## config.mk

```make
export PLATFORM = sky130hd
export DESIGN_NAME = led7seg_disp_arbiter
export DESIGN_NICKNAME = d
export VERILOG_FILES = /design/src/rtl/led7seg_disp_arbiter_pkg.sv /design/src/rtl/led7seg_disp_arbiter_prio_enc.sv /design/src/rtl/led7seg_disp_arbiter.sv
export SDC_FILE = /design/constraint.sdc
export NUM_CORES = 1
export LEC_CHECK = 0
export BUFFER_PORTS_ARGS = -buffer_cell sky130_fd_sc_hd__clkbuf_2
export CAP_MARGIN = 10
export CORE_MARGIN = 1.5
export CORE_UTILIZATION = 41
export DETAILED_ROUTE_END_ITERATION = 7
export PLACE_DENSITY = 0.8
export SLEW_MARGIN = 10
export SYNTH_ARGS = -nofsm -noshare
export SYNTH_HDL_FRONTEND = slang
export SYNTH_SLANG_ARGS = --single-unit
```

## constraint.sdc

```tcl
create_clock -name clk -period 7.2 [get_ports clk]
set_clock_uncertainty 0.05 [all_clocks]
set_input_delay 0 -clock clk [delete_from_list [all_inputs] [get_ports clk]]
set_output_delay 0 -clock clk [all_outputs]
set_load 0.03 [all_outputs]
```

## src/rtl/led7seg_disp_arbiter_pkg.sv

```systemverilog
// Shared constants and state encoding for the
// 7-segment display ownership arbiter.
package led7seg_disp_arbiter_pkg;

  localparam int DIG_NUM = 8;
  localparam int SEG_NUM = 8;
  localparam int DISP_DAT_WIDTH = DIG_NUM * SEG_NUM;

  localparam logic [DISP_DAT_WIDTH-1:0] DISP_BLANK = '1;

  typedef enum logic {
    IDLE = 1'b0,
    OWN  = 1'b1
  } state_e;

endpackage

```

## src/rtl/led7seg_disp_arbiter_prio_enc.sv

```systemverilog
// Highest-index-set encoder: one-hot of the top set bit
// plus an any-valid flag.
module prio_enc #(
  parameter int N = 3
) (
  input  logic [N-1:0] vec_i,
  output logic [N-1:0] oh_o,
  output logic         any_o
);

  always_comb begin
    oh_o = '0;
    for (int i = 0; i < N; i++) begin
      if (vec_i[i]) begin
        oh_o    = '0;
        oh_o[i] = 1'b1;
      end
    end
  end

  assign any_o = |vec_i;

endmodule

```

## src/rtl/led7seg_disp_arbiter.sv

```systemverilog
// Priority arbiter that hands a single 8-digit LED frame
// to one requester at a time, with dwell-gated preemption.
module led7seg_disp_arbiter
  import led7seg_disp_arbiter_pkg::*;
#(
  parameter int NUM_REQ     = 3,
  parameter int DAT_WIDTH   = DISP_DAT_WIDTH,
  parameter int DWELL_CYC   = 125000000,
  parameter int REFRESH_CYC = 125000000,
  parameter logic [DAT_WIDTH-1:0] BLANK =
    DAT_WIDTH'(DISP_BLANK)
) (
  input  logic                         clk,
  input  logic                         rst,
  input  logic [NUM_REQ-1:0]           req_vld,
  input  logic [NUM_REQ*DAT_WIDTH-1:0] req_dat,
  output logic [NUM_REQ-1:0]           grant,
  output logic [DAT_WIDTH-1:0]         dat,
  output logic                         vld
);

  localparam int DW = (DWELL_CYC > 0) ?
    $clog2(DWELL_CYC + 1) : 1;
  localparam int RW = (REFRESH_CYC > 0) ?
    $clog2(REFRESH_CYC + 1) : 1;
  localparam logic [DW-1:0] DWELL_MAX = DW'(DWELL_CYC);
  localparam logic [RW-1:0] REFR_LAST = RW'(REFRESH_CYC - 1);

  state_e               state_q, state_d;
  logic [NUM_REQ-1:0]   grant_q, grant_d;
  logic [DAT_WIDTH-1:0] dat_q, dat_d, sel;
  logic                 vld_q, vld_d;
  logic [DW-1:0]        dwell_q, dwell_d;
  logic [RW-1:0]        refr_q, refr_d;
  logic [NUM_REQ-1:0]   hi_oh;
  logic                 hi_any;
  logic                 own_held;

  prio_enc #(.N(NUM_REQ)) u_prio_enc (
    .vec_i (req_vld),
    .oh_o  (hi_oh),
    .any_o (hi_any)
  );

  assign own_held = |(req_vld & grant_q);

  always_comb begin
    state_d = state_q;
    grant_d = grant_q;
    unique case (state_q)
      IDLE: begin
        if (hi_any) begin
          state_d = OWN;
          grant_d = hi_oh;
        end
      end
      OWN: begin
        // hi_oh differs from the held owner only if a higher index waits
        if (!own_held) begin
          grant_d = hi_oh;
          state_d = hi_any ? OWN : IDLE;
        end else if (hi_oh != grant_q &&
                     dwell_q == DWELL_MAX) begin
          grant_d = hi_oh;
        end
      end
      default: begin
        state_d = IDLE;
        grant_d = '0;
      end
    endcase
  end

  always_comb begin
    sel = '0;
    for (int i = 0; i < NUM_REQ; i++) begin
      if (grant_d[i]) begin
        sel = sel | req_dat[i*DAT_WIDTH +: DAT_WIDTH];
      end
    end
  end

  always_comb begin
    dat_d   = (state_d == OWN) ? sel : BLANK;
    vld_d   = (grant_d != grant_q) ||
              (dat_d != dat_q) ||
              (refr_q == REFR_LAST);
    refr_d  = vld_d ? '0 : refr_q + RW'(1);
    dwell_d = dwell_q;
    if (grant_d != grant_q) begin
      dwell_d = '0;
    end else if (state_q == OWN &&
                 dwell_q != DWELL_MAX) begin
      dwell_d = dwell_q + DW'(1);
    end
  end

  always_ff @(posedge clk) begin
    if (rst) begin
      state_q <= IDLE;
      grant_q <= '0;
      dat_q   <= BLANK;
      vld_q   <= 1'b0;
      dwell_q <= '0;
      refr_q  <= '0;
    end else begin
      state_q <= state_d;
      grant_q <= grant_d;
      dat_q   <= dat_d;
      vld_q   <= vld_d;
      dwell_q <= dwell_d;
      refr_q  <= refr_d;
    end
  end

  assign grant = grant_q;
  assign dat   = dat_q;
  assign vld   = vld_q;

endmodule

```

# == Word-level counts from Yosys, hierarchy flattened ==
# Cells that the tools add are included.
# totals
output_inout_bits,68
ramBits,0
romBits,0
word_cells,40
memories,0
regBits,123
latch_bits,0
# classes
bitwise_logic,4
multipliers,0
n_shift,0
addsub,2
muxes,14
magnitude_cmp,0
n_eq_ne,6
div_mod_pow,0
n_reduce_logical,8
# op_table
cell,count
two-way mux 64 bit,4
bitwise OR 64 bit,2
inequality test 64 bit,1
adder 27 x 1 -> 27 bit (second input constant),2
equality test 27 bit (second input constant),2
inequality test 27 bit (second input constant),1
two-way mux 3 bit,4
inequality test 3 bit,2
one-hot mux 3 bit (2 select lines),1
OR reduction 3 bit,2
OR reduction 2 bit,2
bitwise AND 3 bit,1
two-way mux 1 bit,3
logical AND 1 bit,2
logical OR 1 bit,2
two-way mux 2 bit,1
one-hot mux 1 bit (2 select lines),1
inverter 1 bit,1

# == Depth between registers and ports, before layout ==
# Gate-level depths: netlist of run 1.
# depth
ltp_word,18
depth_mapped,17
ltp_nobuf,13

# == Modules after synthesis ==
# A second synthesis of run 1 with hierarchy kept.
# unflattened
hier_cells,871
area_unflattened_um2,7609.8
# by_module_without_submodules
mod,instances,area_per_inst_um2,seq_area_each_um2,cells_per_inst
led7seg_disp_arbiter,1,7582.3,2462.4,867
prio_enc,1,27.5,0.0,4

# == Least setup slack after synthesis of run 1 ==
# Ideal clock, no wire load.
# synth_path
kind,reg2reg
from,register dwell_q[3]
to,register refr_q[14]
path_stages_with_launch,15
setup_ps,74
arrival_ps,4170
setup_slack_ps,2906
required_ps,7076
path_cell_list,dfxtp_1 or4_1 or4_1 nor4_2 nor2b_1 buf_2 or2_1 buf_2 a221o_1 a22o_1 or4_1 nor4b_2 nand4_2 buf_6 nor3_2
# synth_via
elab_chain_len,15
elab_cells_between_ends,16
# synth_rtl
item,line_no,source
start: declaration,led7seg_disp_arbiter.sv:33,"logic [DW-1:0] dwell_q, dwell_d;"
start signal: assignment,led7seg_disp_arbiter.sv:111,dwell_q <= dwell_d;
equality test 27 bit (*),led7seg_disp_arbiter.sv:63,dwell_q == DWELL_MAX) begin
logical AND 1 bit (*),led7seg_disp_arbiter.sv:62,end else if (hi_oh != grant_q &&
two-way mux 3 bit (*),led7seg_disp_arbiter.sv:62,
two-way mux 3 bit (*),led7seg_disp_arbiter.sv:59,if (!own_held) begin
one-hot mux 3 bit (2 select lines) (*),led7seg_disp_arbiter.sv:50,unique case (state_q)
two-way mux 64 bit,led7seg_disp_arbiter.sv:77,if (grant_d[i]) begin
bitwise OR 64 bit,led7seg_disp_arbiter.sv:78,sel = sel | req_dat[i*DAT_WIDTH +: DAT_WIDTH];
two-way mux 64 bit,led7seg_disp_arbiter.sv:77,
bitwise OR 64 bit,led7seg_disp_arbiter.sv:78,
two-way mux 64 bit,led7seg_disp_arbiter.sv:77,
two-way mux 64 bit,led7seg_disp_arbiter.sv:84,dat_d = (state_d == OWN) ? sel : BLANK;
inequality test 64 bit,led7seg_disp_arbiter.sv:86,(dat_d != dat_q) ||
logical OR 1 bit (*),led7seg_disp_arbiter.sv:85,vld_d = (grant_d != grant_q) ||
logical OR 1 bit (*),led7seg_disp_arbiter.sv:86,
OR reduction 2 bit (no line) (*),--,
end signal: assignment,led7seg_disp_arbiter.sv:112,refr_q <= refr_d;
end: declaration,led7seg_disp_arbiter.sv:34,"logic [RW-1:0] refr_q, refr_d;"
# Mark *: on every way between the ends. The rest lies on a longest branch, timed or not.
# A chain may end at the register's enable or synchronous reset.

# == Final worst setup path of run 1 ==
# layout_path
from,register dwell_q[3]
to,register vld_q (netlist: vld)
# layout_via
elab_chain_len,14
elab_cells_between_ends,15
# layout_rtl
item,line_no,source
equality test 27 bit (*),led7seg_disp_arbiter.sv:63,
logical AND 1 bit (*),led7seg_disp_arbiter.sv:62,
two-way mux 3 bit (*),led7seg_disp_arbiter.sv:62,
two-way mux 3 bit (*),led7seg_disp_arbiter.sv:59,
one-hot mux 3 bit (2 select lines) (*),led7seg_disp_arbiter.sv:50,
two-way mux 64 bit,led7seg_disp_arbiter.sv:77,
bitwise OR 64 bit,led7seg_disp_arbiter.sv:78,
two-way mux 64 bit,led7seg_disp_arbiter.sv:77,
bitwise OR 64 bit,led7seg_disp_arbiter.sv:78,
two-way mux 64 bit,led7seg_disp_arbiter.sv:77,
two-way mux 64 bit,led7seg_disp_arbiter.sv:84,
inequality test 64 bit,led7seg_disp_arbiter.sv:86,
logical OR 1 bit (*),led7seg_disp_arbiter.sv:85,
logical OR 1 bit (*),led7seg_disp_arbiter.sv:86,
end signal: assignment,led7seg_disp_arbiter.sv:110,vld_q <= vld_d;
end: declaration,led7seg_disp_arbiter.sv:32,"logic vld_q, vld_d;"
# Marked as above.

==> results of run 1 <==
==> logic make-up (layout without fill, tap and decap cells) <==
logic type,Yosys count,in the layout,synth area share
XOR/XNOR,73,73,0.0856
AO/OA/AOI/OAI,244,244,0.242
multiplexers,1,1,0.00134
buffers and inverters,91,471,0.0509
adder cells (fa/ha/maj),4,4,0.00670
AND/OR/NAND/NOR,376,376,0.284
flip-flops,123,123,0.329
==> sequential cells by signal, summed over array words and instances, names as in the netlist <==
register	count
grant	3
refr_q	27
dat	64
state_q	1
vld	1
dwell_q	27
==> layer usage <==
| metal | up-vias | wire (um) |
|---|---|---|
| met1 | 4392 | 11700 |
| met3 | 163 | 3740 |
| met2 | 664 | 14100 |
| met5 | - | 0 |
| met4 | 0 | 1890 |
| li1 | 4168 | - |
==> cell type report <==
type                       count  area [um2]  share of cell area
sequential                   123        2460               0.226
tap                          229         287              0.0263
clock buffer                  21         460              0.0423
multi-input combinational    698        4650               0.427
clock inverter                11         191              0.0176
inverter                      32         120              0.0110
timing repair buffer         407        2710               0.249
==> worst min-delay path, cell delays in order <==
cell and delay (ps):
clkbuf_2 120, a21oi_1 70, o211ai_1 140, or2_2 130
==> metrics by stage <==
stage / total power [uW] / setup WS (ps) / hold slack [ps] / cells / cell area, um2
2_1_floorplan: 1050 / 2910 / 68.1 / 912 / 7470
3_3_place_gp: 1230 / 1360 / 192 / 1362 / 8960
3_5_place_dp: 1230 / 1350 / 203 / 1362 / 8960
4_1_cts: 2270 / 1230 / 1.90 / 1521 / 10900
5_1_grt: 2360 / 773 / 24.0 / 1521 / 10900
6_report: 2290 / 1090 / 14.4 / 1521 / 10900
==> power by group through the flow <==
stage	Sequential [uW]	Clock (uW)	Combinational, uW
after floorplan	828	0	221
after global placement	769	0	461
after detailed placement	770	0	464
after CTS	755	961	551
after global routing	761	993	604
final	759	960	574
==> layout by cell type, fill, tap and decap left out, types with 33 or more instances in the layout <==
cell type / count
xor2_1: 40
dfxtp_1: 123
o21ai_0: 34
a21oi_1: 42
nand4_1: 33
clkbuf_2: 264
xnor2_1: 33
nor2_1: 57
nand3_1: 33
nand2_1: 86
dlygate4sd3_1: 127
==> worst paths after layout <==
path,to,slack [ps],cells past startpoint
worst min-delay path,dat[24],10,4
worst min register to register,dwell_q[11],460,2
worst max-delay path,vld,1090,13
worst max register to register,vld,1090,13
==> repair_timing <==
item                                   in CTS  in global routing
endpoints found under the hold margin      63                  0
hold buffers                              127                  0
resized for setup                           0                  0
==> run_results.csv, run 1 <==
group,metric,value,unit
critical_path,slowest_stage,"nand4_2",
clock_tree,clock_sinks,123,
yosys,synth-seq-cells,123,
critical_path,cp.required,7430,ps
yosys,syn-instance-count,912,
min_path,hold_class,"in -> reg",
power_and_ir_drop,p_seq_frac,0.331,
clock_tree,cts_made_buffers,17,
power_and_ir_drop,p_clk_frac,0.419,
yosys,syn_area_per_cell,8.19,um2
sta,rsz0062_at_grt,"false",
die,coreArea,0.0179,mm2
run,cap_violations,0,
yosys,syn_nets,1113,
power_and_ir_drop,switchingPower,692,uW
critical_path,crit_path_start_kind,"flip-flop",
yosys,synth_top_area_cell,"dfxtp_1",
routing,firstDrtPassIters,8,
layout,final_layout_size_suffix_gt1_frac,0.287,
yosys,synth_top_area_share,0.329,
yosys,yosys_warnings,0,
power_and_ir_drop,comb_power_share,0.250,
layout,nFillCells,1518,
yosys,synthTopCellsByArea,"dfxtp_1, xor2_1, nand2_1",
global_route,grt_antenna_before_repair,0,
critical_path,r2r-start,"dwell_q[3]",
routing,drt_wl_total,31400,um
die,fp.dieW,138,um
routing,antenna_left,0,
routing,vias,9387,
power_and_ir_drop,p_sw_frac,0.302,
critical_path,crit_arrival,6330,ps
yosys,netlist_area,0.00747,mm2
yosys,synth_common_cells,"dfxtp_1, nand2_1, nor2_1",
sta,fin_setup_tns,0,ps
min_path,worstHoldStart,"req_dat[152]",
clock_tree,root_buffer,"clkbuf_16",
routing,remaining_drc_errors,2,
global_route,met1_usage,0.387,
critical_path,crit_type,"reg -> reg",
critical_path,slowest_delay,830,ps
die,fp-row-count,49,
clock_tree,cts_setup_buffers,0,
clock_tree,cts_max_level,4,
sta,period_share,0.848,
critical_path,path_common_cell,"or4_1",
place,hpwl,21800,um
layout,fin_nets,1480,
global_route,use_met2,0.499,
clock_tree,cts_tree,"built",
routing,routedWlPerCell,20.7,um
yosys,async_flop_share,0,
sta,slew-limit-headroom,0.215,
sta,setup_viol,0,
power_and_ir_drop,leakagePower,0.00453,uW
yosys,synth_edf_count,0,
global_route,grt_pass1_vias,9189,
die,die_h,138,um
die,die-area,0.0190,mm2
yosys,synth-main-ff-cell,"dfxtp_1",
global_route,overflow,0,
die,start_util,0.417,
yosys,synth_most_common_cell,"dfxtp_1",
routing,vias_per_cell,6.17,
routing,initialDrtViolationCount,1261,
place,portBuffers,264,
yosys,synth_cell_types,71,
layout,n_antenna_cell,0,
sta,hold_violations,0,
critical_path,worstSetupEndpointType,"flip-flop",
yosys,ys_seq_area_frac,0.329,
critical_path,cp_max_fo,28,
place,place_congestion,0.995,
critical_path,critPathLaunch,"dwell_q[3]",
critical_path,path_buf_inv,2,
layout,syn2layout_area_growth,45.6,%
global_route,grt_busiest_layer,"met2",
clock_tree,clk_pin_slew,60,ps
clock_tree,max-clock-path-buffers,2,
global_route,grt_usage,0.320,
status,status,"complete, but fails checks",
global_route,use_met3,0.0963,
sta,worst_slew_pin_slew,1170,ps
sta,fmax,164,MHz
layout,utilization,0.608,
clock_tree,clk_latency,430,ps
sta,maxSlewViolCount,0,
status,violations,"design-rule violations",
power_and_ir_drop,powerDensity,211,mW/mm2
global_route,grt_max_degree,80,
global_route,grt_pass1_wl,48700,um
power_and_ir_drop,power.internal,1600,uW
die,io_pins,265,
power_and_ir_drop,peakVddDrop,0.179,mV
critical_path,crit_chain,"or4_1 > or4_1 > nor4_2 > o211ai_1 > buf_4 > a221oi_1 > dlygate4sd3_1 > nand2b_1 > xnor2_1 > nand4_1 > nor4_1 > nand4_2 > nor2b_1",
critical_path,cp_top_family,"simple AND/OR/NAND/NOR gates",
sta,post-route-min-period,6110,ps
Note: power is estimated with default switching activity, not from simulation.
==> run 2: changes to the inputs <==
- clock period: 7.2 -> 6.2 ns (I/O delays scaled with it)
==> run_results.csv, run 2 (same netlist as run 1, synthesis figures left out) <==
group,metric,value,unit
status,status,"complete, but fails checks",
status,violations,"design-rule violations",
global_route,grt_pass1_wl,48300,um
global_route,grt_pass1_vias,9016,
power_and_ir_drop,powerDensity,237,mW/mm2
clock_tree,max-clock-path-buffers,2,
critical_path,reg2reg_slack,620,ps
die,die_h,138,um
critical_path,r2r_cells,13,
critical_path,crit_chain,"or4_1 > or4_1 > or4_4 > a21boi_0 > buf_4 > or2_1 > a222oi_1 > a32o_1 > or4_1 > nor4b_2 > nand4_2 > buf_4 > nor3_1",
global_route,grt_antenna_before_repair,1,
run,cap_violations,0,
power_and_ir_drop,comb_power_share,0.258,
power_and_ir_drop,p_seq_frac,0.340,
routing,antenna_left,0,
routing,vias,9340,
power_and_ir_drop,p_sw_frac,0.308,
critical_path,cp.depth,13,
layout,final_layout_size_suffix_gt1_frac,0.295,
critical_path,path_common_cell,"or4_1",
die,coreArea,0.0179,mm2
clock_tree,cts_made_buffers,17,
sta,hold_violations,0,
die,start_util,0.417,
clock_tree,cts_tree,"built",
critical_path,cp.required,6490,ps
sta,rsz0062_at_grt,"false",
routing,routedWlPerCell,20.3,um
clock_tree,clk_latency,420,ps
place,dp.cells,1372,
critical_path,crit_path_start_kind,"flip-flop",
critical_path,worstSetupEndpointType,"flip-flop",
critical_path,cp_top_family,"simple AND/OR/NAND/NOR gates",
critical_path,crit_end,"refr_q[6]",
routing,remaining_drc_errors,11,
global_route,overflow,0,
sta,maxSlewViolCount,0,
power_and_ir_drop,switchingPower,797,uW
critical_path,critPathLaunch,"dwell_q[3]",
routing,firstDrtPassIters,8,
routing,initialDrtViolationCount,1443,
layout,syn2layout_area_growth,45.9,%
clock_tree,cts_max_level,4,
critical_path,crit_arrival,5870,ps
critical_path,r2r-start,"dwell_q[3]",
clock_tree,clock_sinks,123,
die,fp.dieW,138,um
sta,setup_viol,0,
place,portBuffers,264,
critical_path,slowest_delay,590,ps
critical_path,slowest_stage,"or4_1",
routing,vias_per_cell,6.11,
critical_path,r2r-end,"refr_q[6]",
layout,fin_cells,1529,
sta,fin_setup_tns,0,ps
power_and_ir_drop,power.internal,1790,uW
critical_path,cp_max_fo,21,
global_route,grt_max_degree,80,
place,hpwl,22100,um
layout,final_common_cell,"clkbuf_2",
power_and_ir_drop,peakVddDrop,0.201,mV
critical_path,path_buf_inv,2,
layout,layout_common_cells,"clkbuf_2, dfxtp_1, dlygate4sd3_1",
sta,period_share,0.899,
sta,post-route-min-period,5580,ps
clock_tree,clk_pin_slew,60,ps
power_and_ir_drop,leakagePower,0.00455,uW
place,place_congestion,1.01,
clock_tree,root_buffer,"clkbuf_16",
power_and_ir_drop,p_clk_frac,0.401,
routing,drt_wl_total,31000,um
die,die-area,0.0190,mm2
critical_path,crit_type,"reg -> reg",
sta,slew-limit-headroom,0.391,
sta,worst_slew_pin_slew,890,ps
layout,largest_register_ffs,64,
die,fp-row-count,49,
global_route,grt_usage,0.318,
die,io_pins,265,
clock_tree,cts_setup_buffers,0,
layout,fin_nets,1487,
min_path,hold_class,"in -> reg",
sta,fmax,179,MHz
## run 2: layout make-up
class / count / area (um2)
fill: 1488 / 7000
multi-input combinational: 698 / 4650
timing repair buffer: 414 / 2770
sequential: 123 / 2460
clock buffer: 21 / 470
tap: 229 / 287
clock inverter: 11 / 143
inverter: 32 / 120
antenna: 1 / 2.50
## run 2: how the worst min path moves through the flow
stage / cells after the start / slack [ps] / endpoint / from
floorplan: 2 / 70 / dat[43] / req_dat[171]
global placement: 3 / 200 / dat[25] / req_dat[25]
detailed placement: 3 / 210 / dat[23] / req_dat[23]
CTS: 4 / 0.8 / dat[6] / req_dat[70]
global route: 4 / 40 / dat[51] / req_dat[179]
finish: 4 / 40 / dat[24] / req_dat[152]
## run 2: metal layers
| layer | vias to the layer above | track usage | routed length, um |
|---|---|---|---|
| li1 | 4187 | - | - |
| met1 | 4288 | 0.392 | 11800 |
| met2 | 700 | 0.493 | 13700 |
| met3 | 165 | 0.0970 | 3700 |
| met4 | 0 | 0.181 | 1840 |
| met5 | - | 0 | 0 |
## run 2: power by group through the flow
stage | clock (uW) | sequential [uW] | combinational [uW]
final | 1040 | 881 | 668
after global routing | 1080 | 883 | 705
after CTS | 1040 | 877 | 643
after detailed placement | 0 | 893 | 545
after global placement | 0 | 893 | 543
after floorplan | 0 | 961 | 256
## run 2: worst min-delay path, stage by stage
cell	delay, ps
clkbuf_2	80
a21oi_1	50
o211ai_1	200
or2_2	150
## run 2: metrics by stage
| step | hold WS, ps | total power (uW) | util | instance area, um2 | setup WS (ps) |
|---|---|---|---|---|---|
| floorplan | 68.1 | 1220 | - | 7470 | 1910 |
| global placement | 200 | 1440 | 0.505 | 9050 | 864 |
| detailed placement | 209 | 1440 | 0.505 | 9050 | 782 |
| CTS | 0.794 | 2560 | 0.608 | 10900 | 768 |
| global route | 41.7 | 2660 | 0.609 | 10900 | 481 |
| finish | 35.0 | 2590 | 0.609 | 10900 | 625 |
## run 2: repair_timing
| item | in CTS | in global routing |
|---|---|---|
| endpoints found under the hold margin | 62 | 0 |
| hold buffers | 123 | 0 |
| gates resized for setup | 0 | 0 |
==> run 3: changes to the inputs <==
- CORE_ASPECT_RATIO: default -> 0.8
- PLACE_DENSITY: 0.8 -> 0.75
==> run_results.csv, run 3 (same netlist as run 1, synthesis figures left out) <==
group,metric,value,unit
critical_path,worstSetupEndpointType,"flip-flop",
sta,maxSlewViolCount,0,
critical_path,crit_path_start_kind,"flip-flop",
power_and_ir_drop,powerDensity,243,mW/mm2
layout,final_common_cell,"clkbuf_2",
layout,n_antenna_cell,0,
global_route,overflow,0,
die,start_util,0.425,
critical_path,slowest_stage,"or4_4",
global_route,grt_max_degree,80,
sta,period_share,0.846,
global_route,grt_usage,0.324,
routing,vias,9189,
sta,fmax,191,MHz
die,coreArea,0.0176,mm2
sta,slew-limit-headroom,0.375,
layout,syn2layout_area_growth,46.2,%
clock_tree,cts_tree,"built",
critical_path,cp.required,6430,ps
power_and_ir_drop,peakVddDrop,0.179,mV
critical_path,cp_top_family,"simple AND/OR/NAND/NOR gates",
place,place_congestion,0.960,
clock_tree,clk_pin_slew,60,ps
routing,vias_per_cell,6.03,
sta,rsz0062_at_grt,"false",
routing,drt_wl_total,31000,um
place,portBuffers,264,
power_and_ir_drop,leakagePower,0.00456,uW
layout,layout_common_cells,"clkbuf_2, dlygate4sd3_1, dfxtp_1",
clock_tree,cts_setup_buffers,0,
die,fp.dieW,154,um
status,status,"complete, no violations",
die,die_h,124,um
layout,largest_register_ffs,64,
clock_tree,cts_max_level,4,
routing,routedWlPerCell,20.3,um
critical_path,cp_max_fo,29,
critical_path,path_buf_inv,3,
layout,final_layout_size_suffix_gt1_frac,0.289,
sta,post-route-min-period,5240,ps
sta,fin_setup_tns,0,ps
die,fp-row-count,43,
sta,worst_slew_pin_slew,915,ps
routing,firstDrtPassIters,7,
routing,initialDrtViolationCount,995,
place,hpwl,22000,um
global_route,grt_pass1_vias,8929,
global_route,grt_antenna_before_repair,0,
global_route,grt_pass1_wl,47500,um
routing,antenna_left,0,
run,cap_violations,0,
place,placed_area,0.00897,mm2
clock_tree,root_buffer,"clkbuf_16",
layout,fin_nets,1486,
clock_tree,clk_latency,430,ps
critical_path,crit_arrival,5470,ps
die,die-area,0.0191,mm2
clock_tree,cts_made_buffers,17,
layout,fin_area,0.0109,mm2
clock_tree,max-clock-path-buffers,2,
sta,setup_viol,0,
die,io_pins,265,
critical_path,crit_type,"reg -> reg",
routing,remaining_drc_errors,0,
min_path,hold_class,"in -> reg",
clock_tree,clock_sinks,123,
sta,hold_violations,0,
critical_path,crit_chain,"or4_1 > or4_1 > or4_4 > a21boi_2 > buf_4 > or2_1 > buf_4 > a222oi_1 > a32o_1 > or4_1 > nor4b_2 > nand4_2 > buf_4 > nor2b_1",
layout,nFillCells,1508,
critical_path,slowest_delay,600,ps
-- run 3: changes by cell type in the layout (fill, tap and decap cells not counted), sizes merged, moves of 3 or more --
cell	before	now
inv	32	36
buf	27	20
dlygate4sd3	123	130
clkbuf	285	281
clkinvlp	5	2
-- run 3: path summary, 6_finish.rpt --
kind                                  start           to  slack [ps]  cells past startpoint
worst min-delay path            req_dat[98]      dat[34]          10                      4
worst min register to register  dwell_q[11]  dwell_q[11]         470                      2
worst max register to register   dwell_q[3]          vld         960                     14
worst max-delay path             dwell_q[3]          vld         960                     14
-- run 3: metal layers --
| metal | part of all wire | vias up | wire (um) | track usage |
|---|---|---|---|---|
| met3 | 0.10 | 85 | 3190 | 0.0783 |
| met4 | 0.033 | 0 | 1030 | 0.138 |
| met5 | 0 | - | 0 | 0 |
| met1 | 0.41 | 4295 | 12600 | 0.405 |
| li1 | - | 4181 | - | - |
| met2 | 0.46 | 628 | 14100 | 0.540 |
-- run 3: per-stage QoR --
stage,std cells,worst slack (ps),hold WS [ps],utilization,power (uW)
3_5_place_dp,1361,1010,219,0.510,1440
5_1_grt,1523,720,20.1,0.621,2740
3_3_place_gp,1361,1120,209,0.510,1440
6_report,1523,957,13.7,0.621,2650
2_1_floorplan,912,1910,68.1,-,1220
4_1_cts,1523,1000,4.85,0.621,2640
-- run 3: repair_timing --
item,in CTS,in global routing
endpoints found under the setup margin,0,0
endpoints found under the hold margin,64,0
hold buffers,130,0
gates resized for setup,0,0
-- run 3: layout make-up --
cell class | instances | area (um2) | share of cell area
clock buffer | 18 | 439 | 0.0402
clock inverter | 14 | 208 | 0.0190
inverter | 32 | 120 | 0.0110
multi-input combinational | 698 | 4650 | 0.425
sequential | 123 | 2460 | 0.225
tap | 225 | 282 | 0.0258
timing repair buffer | 413 | 2770 | 0.253
-- run 3: tightest hold or removal path: stages --
cell      delay, ps
clkbuf_2        110
o21ai_0          80
nand3_1         150
or2_2           120
-- run 3: report_power, final --
group          leakage, uW  internal, uW  total, uW  switching [uW]
registers          0.00101           833        878            45.2
logic              0.00324           294        665             371
clock network     0.000310           692       1110             414
